`src/rtl/iram_uart_loader.sv`:
```
// UART 8N1 program loader: length byte N, then N payload bytes written to consecutive IRAM addresses.
// Optional trailing checksum byte (8-bit sum of payload) when IRAM_LOADER_CHECKSUM_EN is defined.

module iram_uart_loader #(
    parameter int         CLKS_PER_BIT = 434,
    parameter logic [7:0] BASE_ADDR    = 8'd0
) (
    input  logic       CLK,
    input  logic       rst,
    input  logic       rx,
    output logic [7:0] wr_addr,
    output logic [7:0] wr_data,
    output logic       wr_en,
    output logic       loading,
    output logic       done,
    output logic       frame_err,
    output logic [7:0] byte_count
);

    // state    | meaning
    // RX_IDLE  | line idle, waiting for a falling edge
    // RX_START | timing to mid start bit to reject glitches
    // RX_DATA  | sampling 8 data bits, LSB first
    // RX_STOP  | sampling stop bit; emits byte_valid or a frame error
    // L_LEN    | waiting for the length byte
    // L_DATA   | writing payload bytes to IRAM
    // L_CKSUM  | waiting for the checksum byte (checksum builds only)

    localparam logic [15:0] BIT_LAST  = 16'(CLKS_PER_BIT - 1);
    localparam logic [15:0] HALF_LAST = 16'(CLKS_PER_BIT / 2 - 1);

    typedef enum logic [1:0] {RX_IDLE, RX_START, RX_DATA, RX_STOP} rx_state_t;
`ifdef IRAM_LOADER_CHECKSUM_EN
    typedef enum logic [1:0] {L_LEN, L_DATA, L_CKSUM} ld_state_t;
`else
    typedef enum logic [1:0] {L_LEN, L_DATA} ld_state_t;
`endif

    logic rx_meta, rx_sync, rx_prev;

    always_ff @(posedge CLK or negedge rst) begin
        if (!rst) begin
            rx_meta <= 1'b1;
            rx_sync <= 1'b1;
            rx_prev <= 1'b1;
        end else begin
            rx_meta <= rx;
            rx_sync <= rx_meta;
            rx_prev <= rx_sync;
        end
    end

    rx_state_t   rx_state, rx_state_nxt;
    logic [15:0] timer, timer_nxt;
    logic [2:0]  bit_idx, bit_idx_nxt;
    logic [7:0]  shift, shift_nxt;
    logic        byte_valid, stop_err;

    always_comb begin
        rx_state_nxt = rx_state;
        timer_nxt    = timer;
        bit_idx_nxt  = bit_idx;
        shift_nxt    = shift;
        byte_valid   = 1'b0;
        stop_err     = 1'b0;
        unique case (rx_state)
            RX_IDLE: begin
                if (rx_prev && !rx_sync) begin
                    rx_state_nxt = RX_START;
                    timer_nxt    = HALF_LAST;
                end
            end
            RX_START: begin
                if (timer == 16'd0) begin
                    if (!rx_sync) begin
                        rx_state_nxt = RX_DATA;
                        timer_nxt    = BIT_LAST;
                        bit_idx_nxt  = 3'd0;
                    end else begin
                        rx_state_nxt = RX_IDLE;
                    end
                end else begin
                    timer_nxt = timer - 16'd1;
                end
            end
            RX_DATA: begin
                if (timer == 16'd0) begin
                    shift_nxt   = {rx_sync, shift[7:1]};
                    timer_nxt   = BIT_LAST;
                    bit_idx_nxt = bit_idx + 3'd1;
                    if (bit_idx == 3'd7) begin
                        rx_state_nxt = RX_STOP;
                    end
                end else begin
                    timer_nxt = timer - 16'd1;
                end
            end
            RX_STOP: begin
                if (timer == 16'd0) begin
                    rx_state_nxt = RX_IDLE;
                    byte_valid   = rx_sync;
                    stop_err     = !rx_sync;
                end else begin
                    timer_nxt = timer - 16'd1;
                end
            end
            default: rx_state_nxt = RX_IDLE;
        endcase
    end

    always_ff @(posedge CLK or negedge rst) begin
        if (!rst) begin
            rx_state <= RX_IDLE;
            timer    <= 16'd0;
            bit_idx  <= 3'd0;
            shift    <= 8'd0;
        end else begin
            rx_state <= rx_state_nxt;
            timer    <= timer_nxt;
            bit_idx  <= bit_idx_nxt;
            shift    <= shift_nxt;
        end
    end

    ld_state_t  ld_state, ld_state_nxt;
    logic [7:0] remaining, remaining_nxt, byte_count_nxt, wr_addr_nxt, wr_data_nxt;
    logic       wr_en_nxt, loading_nxt, done_nxt, frame_err_nxt;
`ifdef IRAM_LOADER_CHECKSUM_EN
    logic [7:0] cksum, cksum_nxt;
`endif

    // byte_valid and stop_err are combinational so the write lands one edge after the stop sample.
    always_comb begin
        ld_state_nxt   = ld_state;
        remaining_nxt  = remaining;
        byte_count_nxt = byte_count;
        wr_addr_nxt    = wr_addr;
        wr_data_nxt    = wr_data;
        wr_en_nxt      = 1'b0;
        loading_nxt    = loading;
        done_nxt       = done;
        frame_err_nxt  = frame_err;
`ifdef IRAM_LOADER_CHECKSUM_EN
        cksum_nxt      = cksum;
`endif
        if (stop_err) begin
            frame_err_nxt = 1'b1;
            loading_nxt   = 1'b0;
            ld_state_nxt  = L_LEN;
        end else if (byte_valid) begin
            unique case (ld_state)
                L_LEN: begin
                    done_nxt       = 1'b0;
                    frame_err_nxt  = 1'b0;
                    byte_count_nxt = 8'd0;
                    remaining_nxt  = shift;
`ifdef IRAM_LOADER_CHECKSUM_EN
                    cksum_nxt      = 8'd0;
`endif
                    if (shift == 8'd0) begin
`ifdef IRAM_LOADER_CHECKSUM_EN
                        loading_nxt  = 1'b1;
                        ld_state_nxt = L_CKSUM;
`else
                        done_nxt     = 1'b1;
`endif
                    end else begin
                        loading_nxt  = 1'b1;
                        ld_state_nxt = L_DATA;
                    end
                end
                L_DATA: begin
                    wr_en_nxt      = 1'b1;
                    wr_data_nxt    = shift;
                    wr_addr_nxt    = BASE_ADDR + byte_count;
                    byte_count_nxt = byte_count + 8'd1;
                    remaining_nxt  = remaining - 8'd1;
`ifdef IRAM_LOADER_CHECKSUM_EN
                    cksum_nxt      = cksum + shift;
`endif
                    if (remaining == 8'd1) begin
`ifdef IRAM_LOADER_CHECKSUM_EN
                        ld_state_nxt = L_CKSUM;
`else
                        loading_nxt  = 1'b0;
                        done_nxt     = 1'b1;
                        ld_state_nxt = L_LEN;
`endif
                    end
                end
`ifdef IRAM_LOADER_CHECKSUM_EN
                L_CKSUM: begin
                    loading_nxt  = 1'b0;
                    ld_state_nxt = L_LEN;
                    if (shift == cksum) begin
                        done_nxt = 1'b1;
                    end else begin
                        frame_err_nxt = 1'b1;
                    end
                end
`endif
                default: ld_state_nxt = L_LEN;
            endcase
        end
    end

    always_ff @(posedge CLK or negedge rst) begin
        if (!rst) begin
            ld_state   <= L_LEN;
            remaining  <= 8'd0;
            byte_count <= 8'd0;
            wr_addr    <= 8'd0;
            wr_data    <= 8'd0;
            wr_en      <= 1'b0;
            loading    <= 1'b0;
            done       <= 1'b0;
            frame_err  <= 1'b0;
`ifdef IRAM_LOADER_CHECKSUM_EN
            cksum      <= 8'd0;
`endif
        end else begin
            ld_state   <= ld_state_nxt;
            remaining  <= remaining_nxt;
            byte_count <= byte_count_nxt;
            wr_addr    <= wr_addr_nxt;
            wr_data    <= wr_data_nxt;
            wr_en      <= wr_en_nxt;
            loading    <= loading_nxt;
            done       <= done_nxt;
            frame_err  <= frame_err_nxt;
`ifdef IRAM_LOADER_CHECKSUM_EN
            cksum      <= cksum_nxt;
`endif
        end
    end

endmodule

```
`config.mk`:
```
export PLATFORM = sky130hd
export DESIGN_NAME = iram_uart_loader
export DESIGN_NICKNAME = d
export VERILOG_FILES = /design/src/rtl/iram_uart_loader.sv
export SDC_FILE = /design/constraint.sdc
export NUM_CORES = 1
export LEC_CHECK = 0
export BUFFER_PORTS_ARGS = -buffer_cell sky130_fd_sc_hd__buf_2
export CAP_MARGIN = 20
export CELL_PAD_IN_SITES_DETAIL_PLACEMENT = 2
export CELL_PAD_IN_SITES_GLOBAL_PLACEMENT = 2
export CORE_MARGIN = 4
export CORE_UTILIZATION = 38
export CTS_BUF_LIST = sky130_fd_sc_hd__clkbuf_8
export DETAILED_ROUTE_END_ITERATION = 12
export PLACE_DENSITY_LB_ADDON = 0.1
export SYNTH_ARGS = -nofsm -noshare
export SYNTH_HDL_FRONTEND = slang
export SYNTH_SLANG_ARGS = --single-unit
```
`constraint.sdc`:
```
create_clock -name CLK -period 4.5 [get_ports CLK]
set_input_delay 0 -clock CLK [delete_from_list [all_inputs] [get_ports CLK]]
set_output_delay 0 -clock CLK [all_outputs]
set_load 0.02 [all_outputs]
```
## Word-level counts from Yosys, hierarchy flattened

Index checks and enable logic that the tools add are counted.

- $add $sub $neg: 4
- Reductions and logical operators: 21
- Equal/unequal tests: 17
- Mux-type cells: 42
- Bitwise operators: 1

Operators with widths:

| operator | number |
|---|---|
| $mux 16 | 5 |
| $pmux 16 s4 | 1 |
| $pmux 8 s2 | 2 |
| $mux 2 | 10 |
| $logic_not 16->1 | 1 |
| $mux 1 | 16 |
| $ne 2x2->1 const B | 8 |
| $sub 16x1->16 const B | 1 |
| $reduce_and 3->1 | 4 |
| $reduce_and 4->1 | 3 |
| $mux 3 | 3 |
| $ne 3x3->1 const B | 3 |
| $add 8x1->8 const B | 1 |
| $eq 8x1->1 const B | 1 |
| $logic_not 8->1 | 1 |
| $pmux 2 s4 | 1 |
| $reduce_bool 2->1 | 4 |
| $sub 8x1->8 const B | 1 |
| $pmux 3 s2 | 1 |
| $reduce_and 5->1 | 1 |
| $eq 2x1->1 const B | 2 |
| $eq 2x2->1 const B | 2 |
| $logic_not 2->1 | 2 |
| $pmux 1 s2 | 2 |
| 8 further kinds | 9 |

- Bits in registers: 70
- Output and inout port bits: 28
- Word-level logic and storage cells: 101
- Input port bits: 3

## Depth between registers and ports, before layout

Gate-level depths: netlist of run 1.

- Word-level depth: 5
- Depth in mapped cells: 9
- Mapped depth without buffers: 7

## Least setup slack after synthesis of run 1

Ideal clock, no wire load.

- Path type: register to register
- Start: register timer[0]
- End: register wr_addr[0]
- Required time: 4375 ps
- Path slack: 1976 ps
- Setup time: 125 ps
- Data arrival time: 2399 ps
- Stages on the path, launching flop included: 10
- Clock period less this slack: 2524 ps
- Cells stage by stage: dfrtp_1 -> inv_1 -> ha_1 -> or4b_1 -> or4_4 -> buf_6 -> nor2_8 -> nand2_4 -> buf_6 -> mux2_4

- Longest elaborated chain between the ends: 5
- Elaborated cells between the ends (all ways): 7

Ends and longest elaborated chain:

| what | line | source |
|---|---|---|
| start: declaration | 54 | `logic [15:0] timer, timer_nxt;` |
| start signal: assignment | 119 | `timer <= timer_nxt;` |
| $logic_not 16->1 * | 99 | `if (timer == 16'd0) begin` |
| $mux 1 | 99 |  |
| $mux 1 | 66 | `unique case (rx_state)` |
| $not 1->1 (no line) | n/a |  |
| $reduce_and 3->1 (no line) * | n/a |  |
| end signal: assignment | 225 | `wr_addr <= wr_addr_nxt;` |
| end: declaration | 11 | `output logic [7:0] wr_addr,` |

Every way passes the cells marked *; elsewhere a longest branch is shown, timed or not.
A chain may end at the register's enable or synchronous reset.

## Worst setup path in the final report of run 1

- Start: register timer[0]
- End: register timer[1]

- Longest elaborated chain between the ends: 3
- Elaborated cells between the ends (all ways): 9

Ends and longest elaborated chain:

| what | line |
|---|---|
| $sub 16x1->16 or $logic_not 16->1 (tied branches) | n/a |
| $mux 16 (tied with other cells) | 99 |
| $pmux 16 s4 or $reduce_and 3->1 (tied branches) | n/a |

Several ways; a longest one is shown, not always the timed one. The select of a mux whose other input is x is not followed.

==> flow_summary.ini, run 1 <==
[synth]
post-synth-top-count-cell = dfrtp_1
synth_cell_types = 58
yosys.area.top_type = dfrtp_1
synth_top_area_share_pct = 46.1
synth_seq_cells = 68
syn_area_per_cell_um2 = 10.7
syn_area_um2 = 3530
synth_commonest_cells = dfrtp_1, nand2_1, nor2_1
synth-edff-count = 0
yosys_warnings = 0
synthTopCellsByArea = dfrtp_1, mux2_2, ha_1
yosysSeqAreaShare_pct = 48.4
syn_inst = 328
synth_nets = 343
synth_async_sr_flop_share_pct = 100
synthFlopType = dfrtp_1

[grt]
grt_pass1_vias = 2868
grt_max_degree = 69
grt_use_met2_pct = 27.8
grt_pass1_wl_um = 15500
antenna_found_initial = 0
grt_busiest_layer = met2
use_met3_pct = 3.60
overflow = 0
grt_usage_pct = 17.5
grtUsageMet1_pct = 24.1

[worst_hold_path]
worstHoldPathType = in -> reg

[floorplanning]
die_h_um = 104
fp-row-count = 34
coreArea_um2 = 8890
num_io_pins = 31
start_util_pct = 39.7
fp.dieW_um = 104
die_area_um2 = 10900

[route]
drtIter0Drc = 126
drt-total-wl_um = 9000
num_vias = 2698
wl_per_cell_um = 18.9
drc = 0
ant_nets = 0
viasPerCell = 5.67
drt-pass1-iter-count = 4

[sta]
period_needed_ns = 2.84
period_share_pct = 63.1
hold_slack_ns = 0.295
clock-skew-final_ns = 0.0119
tns_ns = 0
rsz0062_at_grt = false
fmax_mhz = 352
setup-violations-final = 0
relSlewSlack_pct = 41.2
slew_viol_final = 0
worstMarginPinSlew_ns = 0.882
hold_violations = 0

[pwr]
power_density_nw_per_um2 = 460
total_power_w = 0.00181
vdd_drop_max_mv = 0.201
p_leak_nw = 1.97

[clocking]
cts_root_buf = clkbuf_8
clock-sinks = 68
clk-insertion-delay-late_ns = 0.35
clockBufferDepth = 2
path_clk_slew_ns = 0.07
htreeDepth = 3
cts_tree = yes
post_cts_resized = 0
numCtsBuffers = 9

[finish]
syn_to_final_growth_pct = 12.0
stdcell_area_um2 = 3950
fin_nets = 378
drive_above_1_share_pct = 24.7
diodes = 0

[critical_path]
worst-path-max-fanout = 17
end_kind = flip-flop
slowest_delay_ns = 0.68
path_cells = inv_1, ha_1, or4b_1, or4_4, a21oi_1, o21a_1, a211oi_1
path_buf_inv = 1
crit_family = simple AND/OR/NAND/NOR gates
critPathRequiredTime_ns = 4.71
cp-start-kind = flip-flop
reg2reg_slack_ns = 1.66
cp_slowest_cell = or4_4
crit_arrival_ns = 3.05
path_class = reg -> reg

[job]
maxCapViolCount = 0

[placement]
placed_area_um2 = 3760
io_buffers = 30
gp_congestion = 0.816
dp_hpwl_um = 6260

[outcome]
status = completed
## per-layer routing
metal / part of all wire (%) / wire length, µm
met5: 0 / 0
met4: 0.63 / 57
met3: 2.8 / 251
met2: 48 / 4290
met1: 49 / 4400
## placed cells by master (no fill, tap or decap), types with 3 or more instances in the layout
cell       netlist  final
or4_1            4      4
xnor2_1          3      3
a31oi_1          3      3
mux2i_1          3      3
o31ai_1          4      4
ha_1            12     12
nand2b_1         6      6
clkbuf_8         0      9
o21a_1           3      3
or2_2            3      3
buf_2            2     30
a22o_1           7      7
clkinv_2         0      4
a22oi_1          6      6
nor4_1           8      8
nand2_1         29     29
dfstp_2          3      3
nor3_1           6      6
inv_1            9      9
and2_1           3      3
o21ai_0         21     21
mux2_2          17     17
o2111ai_1        5      5
or3_1            4      4
nor2_1          27     27
a21oi_1         19     19
xor2_1           6      6
mux2_4           9      9
nand3_1          4      4
dfrtp_1         65     65
## layout make-up
cell class,instances,area (µm²)
inverter,10,37.5
multi-input combinational,240,1720
timing repair buffer,34,185
tap,108,135
fill,950,4940
clock inverter,7,43.8
clock buffer,9,124
sequential,68,1710
## state kept, by name, indices dropped and copies added (netlist names), named ones only
| name | count |
|---|---|
| rx_meta | 1 |
| loading | 1 |
| rx_prev | 1 |
| timer | 16 |
| rx_state | 1 |
| bit_idx | 3 |
| remaining | 8 |
| wr_data | 8 |
| shift | 8 |
| wr_en | 1 |
| byte_count | 8 |
| frame_err | 1 |
| done | 1 |
| rx_sync | 1 |
| wr_addr | 8 |
## metrics by stage
stage,instances,util [%],worst slack (ns)
6_report,476,44.4,1.66
3_3_place_gp,458,42.3,1.71
5_1_grt,476,44.4,1.47
3_5_place_dp,458,42.3,1.64
4_1_cts,476,44.4,1.65
2_1_floorplan,328,-,1.98
## timing repair
item,CTS,global route
setup buffers,0,0
hold endpoints to repair,66,0
hold buffers,2,0
## logic make-up after synthesis
| kind of cell | Yosys count | synth area share, % |
|---|---|---|
| buf+inv | 20 | 2.95 |
| flops | 68 | 48.4 |
| mux | 29 | 10.1 |
| simple gates | 110 | 17.4 |
| compound gates | 80 | 14.7 |
| fa+ha+maj | 12 | 4.26 |
| xor+xnor | 9 | 2.24 |
## power by group
group          leakage, nW  switching, W  internal [W]
Clock               0.0848      0.000244      0.000196
Combinational        0.961      0.000386      0.000228
Sequential           0.922     0.0000792      0.000682
## worst reg2reg max path, delay by kind of cell (launching register included)
family | cells | cell delay, ns
flip-flops | 1 | 0.43
adder cells (fa/ha/maj) | 1 | 0.13
AND/OR/NAND/NOR | 2 | 1.19
AO/OA/AOI/OAI | 3 | 0.86
buffers and inverters | 1 | 0.10
## worst paths after layout
check	start	endpoint	cells past startpoint
max in group asynchronous	rst	timer[1]$_DFFE_PN0P_	3
min in group asynchronous	rst	timer[12]$_DFFE_PN0P_	3
worst min register to register	rx_meta$_DFF_PN1_	rx_sync$_DFF_PN1_	0
worst max-delay path	timer[0]$_DFFE_PN0P_	timer[1]$_DFFE_PN0P_	7
worst min-delay path	rx	rx_meta$_DFF_PN1_	2
worst max register to register	timer[0]$_DFFE_PN0P_	timer[1]$_DFFE_PN0P_	7
Power figures use the tool's default switching activity.
==> run 2: changes to the inputs <==
==> constraint.sdc (replaced) <==
create_clock -name CLK -period 2.9 [get_ports CLK]
set_input_delay 0 -clock CLK [delete_from_list [all_inputs] [get_ports CLK]]
set_output_delay 0 -clock CLK [all_outputs]
set_load 0.02 [all_outputs]
==> run 2 against run 1 <==
Effect of this change: sequential power up 56%; maximum frequency up 3.4%; clock power up 120%; non-clock buffer count up 11; critical path depth unchanged; wire length up 5.2%; first-iteration DRC count down 56%; cell count up 2.3%; power up 76%; sequential share of layout area down 1.6 points; register-to-register slack worse by 1.5 ns; via count up 1.4%; critical path type unchanged.
==> flow_summary.ini, run 2 (same netlist as run 1, synthesis figures left out) <==
[sta]
period_share_pct = 94.7
clock-skew-final_ns = 0.0106
rsz0062_at_grt = false
setup-violations-final = 0
hold_violations = 0
slew_viol_final = 0
fmax_mhz = 364
period_needed_ns = 2.75
layout_setup_ws_ns = 0.154
tns_ns = 0
worstMarginPinSlew_ns = 0.602
relSlewSlack_pct = 59.3
hold_slack_ns = 0.154

[grt]
grt_max_degree = 25
overflow = 0
grt_pass1_vias = 2969
grt_pass1_wl_um = 16000
antenna_found_initial = 0
grt_usage_pct = 18.1

[placement]
io_buffers = 30
dp_hpwl_um = 6600
preCtsSetupSlack_ns = 0.175
gp_congestion = 0.756
placed_area_um2 = 3840

[critical_path]
critPathRequiredTime_ns = 3.13
cp-start-kind = flip-flop
crit_arrival_ns = 2.98
crit_end = wr_addr[7]$_DFFE_PN0P_
timing.rr.start = timer[0]$_DFFE_PN0P_
crit_start = timer[0]$_DFFE_PN0P_
end_kind = flip-flop
r2r_cells = 7
reg2reg_slack_ns = 0.15
path_class = reg -> reg
worst-path-max-fanout = 17
r2r-end = wr_addr[7]$_DFFE_PN0P_

[route]
drt-total-wl_um = 9470
num_vias = 2737
viasPerCell = 5.62
drt-pass1-iter-count = 4
drtIter0Drc = 55
wl_per_cell_um = 19.4
ant_nets = 0
drc = 0

[floorplanning]
start_util_pct = 39.7
fp-row-count = 34
coreArea_um2 = 8890
fp.dieW_um = 104
die_area_um2 = 10900
die_h_um = 104
num_io_pins = 31

[finish]
layout_common_cells = dfrtp_1, buf_2, nand2_1
largest_reg_flops = 16
layout_commonest_cell = dfrtp_1
drive_above_1_share_pct = 26.9
stdcell_area_um2 = 4100
regMostFlops = timer
syn_to_final_growth_pct = 16.4
fin_util_pct = 46.2
diodes = 0
fin_nets = 389

[clocking]
post-cts-setup-buffers = 0
clk-insertion-delay-late_ns = 0.35
cts_tree = yes
path_clk_slew_ns = 0.08
clock-sinks = 68
numCtsBuffers = 9
htreeDepth = 3
clockBufferDepth = 2
cts_root_buf = clkbuf_8

[job]
maxCapViolCount = 0

[worst_hold_path]
worstHoldPathType = in -> async

[pwr]
p_leak_nw = 2.06
power_density_nw_per_um2 = 778
vdd_drop_max_mv = 0.345

[outcome]
status = completed
run 2: changes by cell type in the layout (fill, tap and decap cells not counted):
cell | previous run | this run
inv_1 | 9 | 10
buf_4 | 2 | 13
clkinv_4 | 1 | 2
bufinv_16 | 0 | 3
clkinvlp_4 | 2 | 0
clkinv_2 | 4 | 1
o21a_1 | 3 | 2
o21a_2 | 0 | 1
run 2: layer usage:
layer	part of all wire [%]	GRT usage (%)	vias up	routed length [µm]
met1	50	25.2	1407	4720
met4	0.96	4.56	0	91
met5	0	0	-	0
met3	2.8	3.97	7	263
met2	46	28.6	34	4390
li1	-	-	1289	-
run 2: how the worst min path moves through the flow:
stage                     startpoint                    endpoint  slack [ns]
final                            rst        timer[2]$_DFFE_PN0P_        0.15
after floorplan                  rst  asynchronous set/reset pin       -0.30
after CTS                        rst        timer[3]$_DFFE_PN0P_        0.17
after detailed placement         rst        timer[2]$_DFFE_PN0P_        0.02
after global placement           rst        timer[2]$_DFFE_PN0P_      -0.001
after global routing             rst        timer[2]$_DFFE_PN0P_        0.20
run 2: power by group:
group          internal (W)  leakage (nW)  switching (W)
registers           0.00106         0.922       0.000128
logic              0.000410          1.01       0.000636
clock network      0.000570         0.125       0.000393
total               0.00204          2.06        0.00116
run 2: layout make-up:
cell class	count	area (µm²)
fill	922	4790
inverter	10	37.5
clock buffer	9	124
multi-input combinational	240	1720
clock inverter	7	116
tap	108	135
sequential	68	1710
timing repair buffer	45	268
run 2: repair_timing:
| action | 4_1_cts | 5_1_grt |
|---|---|---|
| setup endpoints to repair | 0 | 3 |
| gates resized for setup | 0 | 1 |
| hold endpoints to repair | 21 | 0 |
| hold buffers | 2 | 0 |
run 2: critical path, stage by stage (launching register included):
cell and delay, ns:
dfrtp_1 0.43, inv_1 0.11, ha_1 0.14, or4b_1 0.54, or4_4 0.66, nor2_8 0.18
nand2_4 0.21, mux2_4 0.36
run 2: metrics by stage:
stage	std cells	power (W)
finish	487	0.00319
global route	487	0.00342
CTS	487	0.00323
detailed placement	469	0.00223
global placement	469	0.00218
floorplan	328	0.00189
==> run 3: changes to the inputs <==
--- a/config.mk
+++ b/config.mk
@@ -13,6 +13,7 @@
 export CORE_UTILIZATION = 38
 export CTS_BUF_LIST = sky130_fd_sc_hd__clkbuf_8
 export DETAILED_ROUTE_END_ITERATION = 12
+export MAX_ROUTING_LAYER = met4
 export PLACE_DENSITY_LB_ADDON = 0.1
 export SYNTH_ARGS = -nofsm -noshare
 export SYNTH_HDL_FRONTEND = slang
==> run 3 against run 2 <==
Effect of this change: clock-buffer cell count is the same; core utilization unchanged; power barely moved; worst setup slack about the same; critical path depth stayed put; maximum frequency about the same; via count fell by 0.18%; hold slack lost 0.0026 ns; critical endpoint unchanged; clock power barely moved; sequential power is essentially flat; clock skew is essentially flat; critical path type unchanged.
==> flow_summary.ini, run 3 (same netlist as run 1, synthesis figures left out) <==
[outcome]
status = completed

[worst_hold_path]
worstHoldPathType = in -> async

[critical_path]
r2r-end = wr_addr[7]$_DFFE_PN0P_
end_kind = flip-flop
cp-start-kind = flip-flop
path_cells = inv_1, ha_1, or4b_1, or4_4, nor2_8, nand2_4, mux2_4
critPathRequiredTime_ns = 3.13
crit_family = simple AND/OR/NAND/NOR gates
crit_arrival_ns = 2.98
r2r_cells = 7
cp_slowest_cell = or4_4
timing.rr.start = timer[0]$_DFFE_PN0P_
path_class = reg -> reg
reg2reg_slack_ns = 0.15
path_buf_inv = 1
slowest_delay_ns = 0.66
worst-path-max-fanout = 17

[route]
drt-total-wl_um = 9500
drtIter0Drc = 72
wl_per_cell_um = 19.5
drt-pass1-iter-count = 4
drc = 0
ant_nets = 0
num_vias = 2732
viasPerCell = 5.61

[grt]
grt_pass1_wl_um = 16000
grt_max_degree = 25
overflow = 0
antenna_found_initial = 0
grt_usage_pct = 18.7
grt_pass1_vias = 2973

[sta]
tns_ns = 0
relSlewSlack_pct = 59.3
setup-violations-final = 0
period_share_pct = 94.7
layout_setup_ws_ns = 0.154
clock-skew-final_ns = 0.0110
rsz0062_at_grt = false
fmax_mhz = 364
period_needed_ns = 2.75
hold_violations = 0
slew_viol_final = 0
worstMarginPinSlew_ns = 0.602

[placement]
gp_congestion = 0.766
preCtsSetupSlack_ns = 0.175
dp_hpwl_um = 6600
io_buffers = 30

[pwr]
power_density_nw_per_um2 = 779
vdd_drop_max_mv = 0.345
p_leak_nw = 2.06

[floorplanning]
fp.dieW_um = 104
die_h_um = 104
fp-row-count = 34
die_area_um2 = 10900
start_util_pct = 39.7
num_io_pins = 31
coreArea_um2 = 8890

[finish]
fin_util_pct = 46.2
regMostFlops = timer
syn_to_final_growth_pct = 16.4
layout_common_cells = dfrtp_1, buf_2, nand2_1
layout_commonest_cell = dfrtp_1
drive_above_1_share_pct = 26.9
largest_reg_flops = 16
diodes = 0
fin_nets = 389
nFillCells = 922

[clocking]
path_clk_slew_ns = 0.08
htreeDepth = 3
clock-sinks = 68
cts_tree = yes
clockBufferDepth = 2
numCtsBuffers = 9
clk-insertion-delay-late_ns = 0.35
cts_root_buf = clkbuf_8
post-cts-setup-buffers = 0

[job]
maxCapViolCount = 0
==> run 3: area by class of cell <==
cell class | instances | area, µm² | share of cell area, %
repair buffers | 45 | 268 | 6.52
multi-input cells | 240 | 1720 | 41.9
well taps | 108 | 135 | 3.29
inverters | 10 | 37.5 | 0.915
clock inverters | 7 | 116 | 2.84
clock buffers | 9 | 124 | 3.02
flip-flops and latches | 68 | 1710 | 41.6
==> run 3: through the flow <==
step | cells | instance area (µm²) | power, W | hold slack, ns
5_1_grt | 487 | 4100 | 0.00342 | 0.199
4_1_cts | 487 | 4100 | 0.00323 | 0.166
6_report | 487 | 4100 | 0.00320 | 0.151
2_1_floorplan | 328 | 3530 | 0.00189 | -0.296
3_5_place_dp | 469 | 3840 | 0.00223 | 0.0155
3_3_place_gp | 469 | 3840 | 0.00218 | -0.00145
==> run 3: worst max-delay path by stage <==
stage                               from                endpoint  slack, ns  cells after the start
global route        timer[0]$_DFFE_PN0P_  wr_addr[7]$_DFFE_PN0P_       0.05                      7
finish              timer[0]$_DFFE_PN0P_  wr_addr[7]$_DFFE_PN0P_       0.15                      7
floorplan           timer[0]$_DFFE_PN0P_  wr_addr[0]$_DFFE_PN0P_       0.38                      9
CTS                 timer[0]$_DFFE_PN0P_  wr_addr[7]$_DFFE_PN0P_       0.13                      7
detailed placement  timer[0]$_DFFE_PN0P_  wr_addr[4]$_DFFE_PN0P_       0.18                      7
global placement    timer[0]$_DFFE_PN0P_    timer[1]$_DFFE_PN0P_       0.25                      7
==> run 3: worst register-to-register path, cell delays in order, from the launching register on <==
cell and delay (ns):
dfrtp_1 0.43, inv_1 0.11, ha_1 0.14, or4b_1 0.54, or4_4 0.66, nor2_8 0.18, nand2_4 0.21, mux2_4 0.36
==> run 3: metal layers <==
metal | vias to the layer above | track usage [%] | share of wire [%]
li1 | 1289 | - | -
met1 | 1400 | 25.4 | 50
met2 | 37 | 28.6 | 46
met3 | 6 | 3.91 | 2.8
met4 | 0 | 4.84 | 0.64
met5 | - | - | 0
==> run 3: what timing repair did <==
action,in CTS,in global routing
endpoints found under the setup margin,0,3
resized for setup,0,1
hold buffers,2,0
endpoints found under the hold margin,21,0
==> run 3: power breakdown <==
part / leakage (nW) / total, W / internal, W / switching, W
clock network: 0.125 / 0.000965 / 0.000570 / 0.000395
registers: 0.922 / 0.00119 / 0.00106 / 0.000128
logic: 1.01 / 0.00105 / 0.000410 / 0.000637
total: 2.06 / 0.00320 / 0.00204 / 0.00116
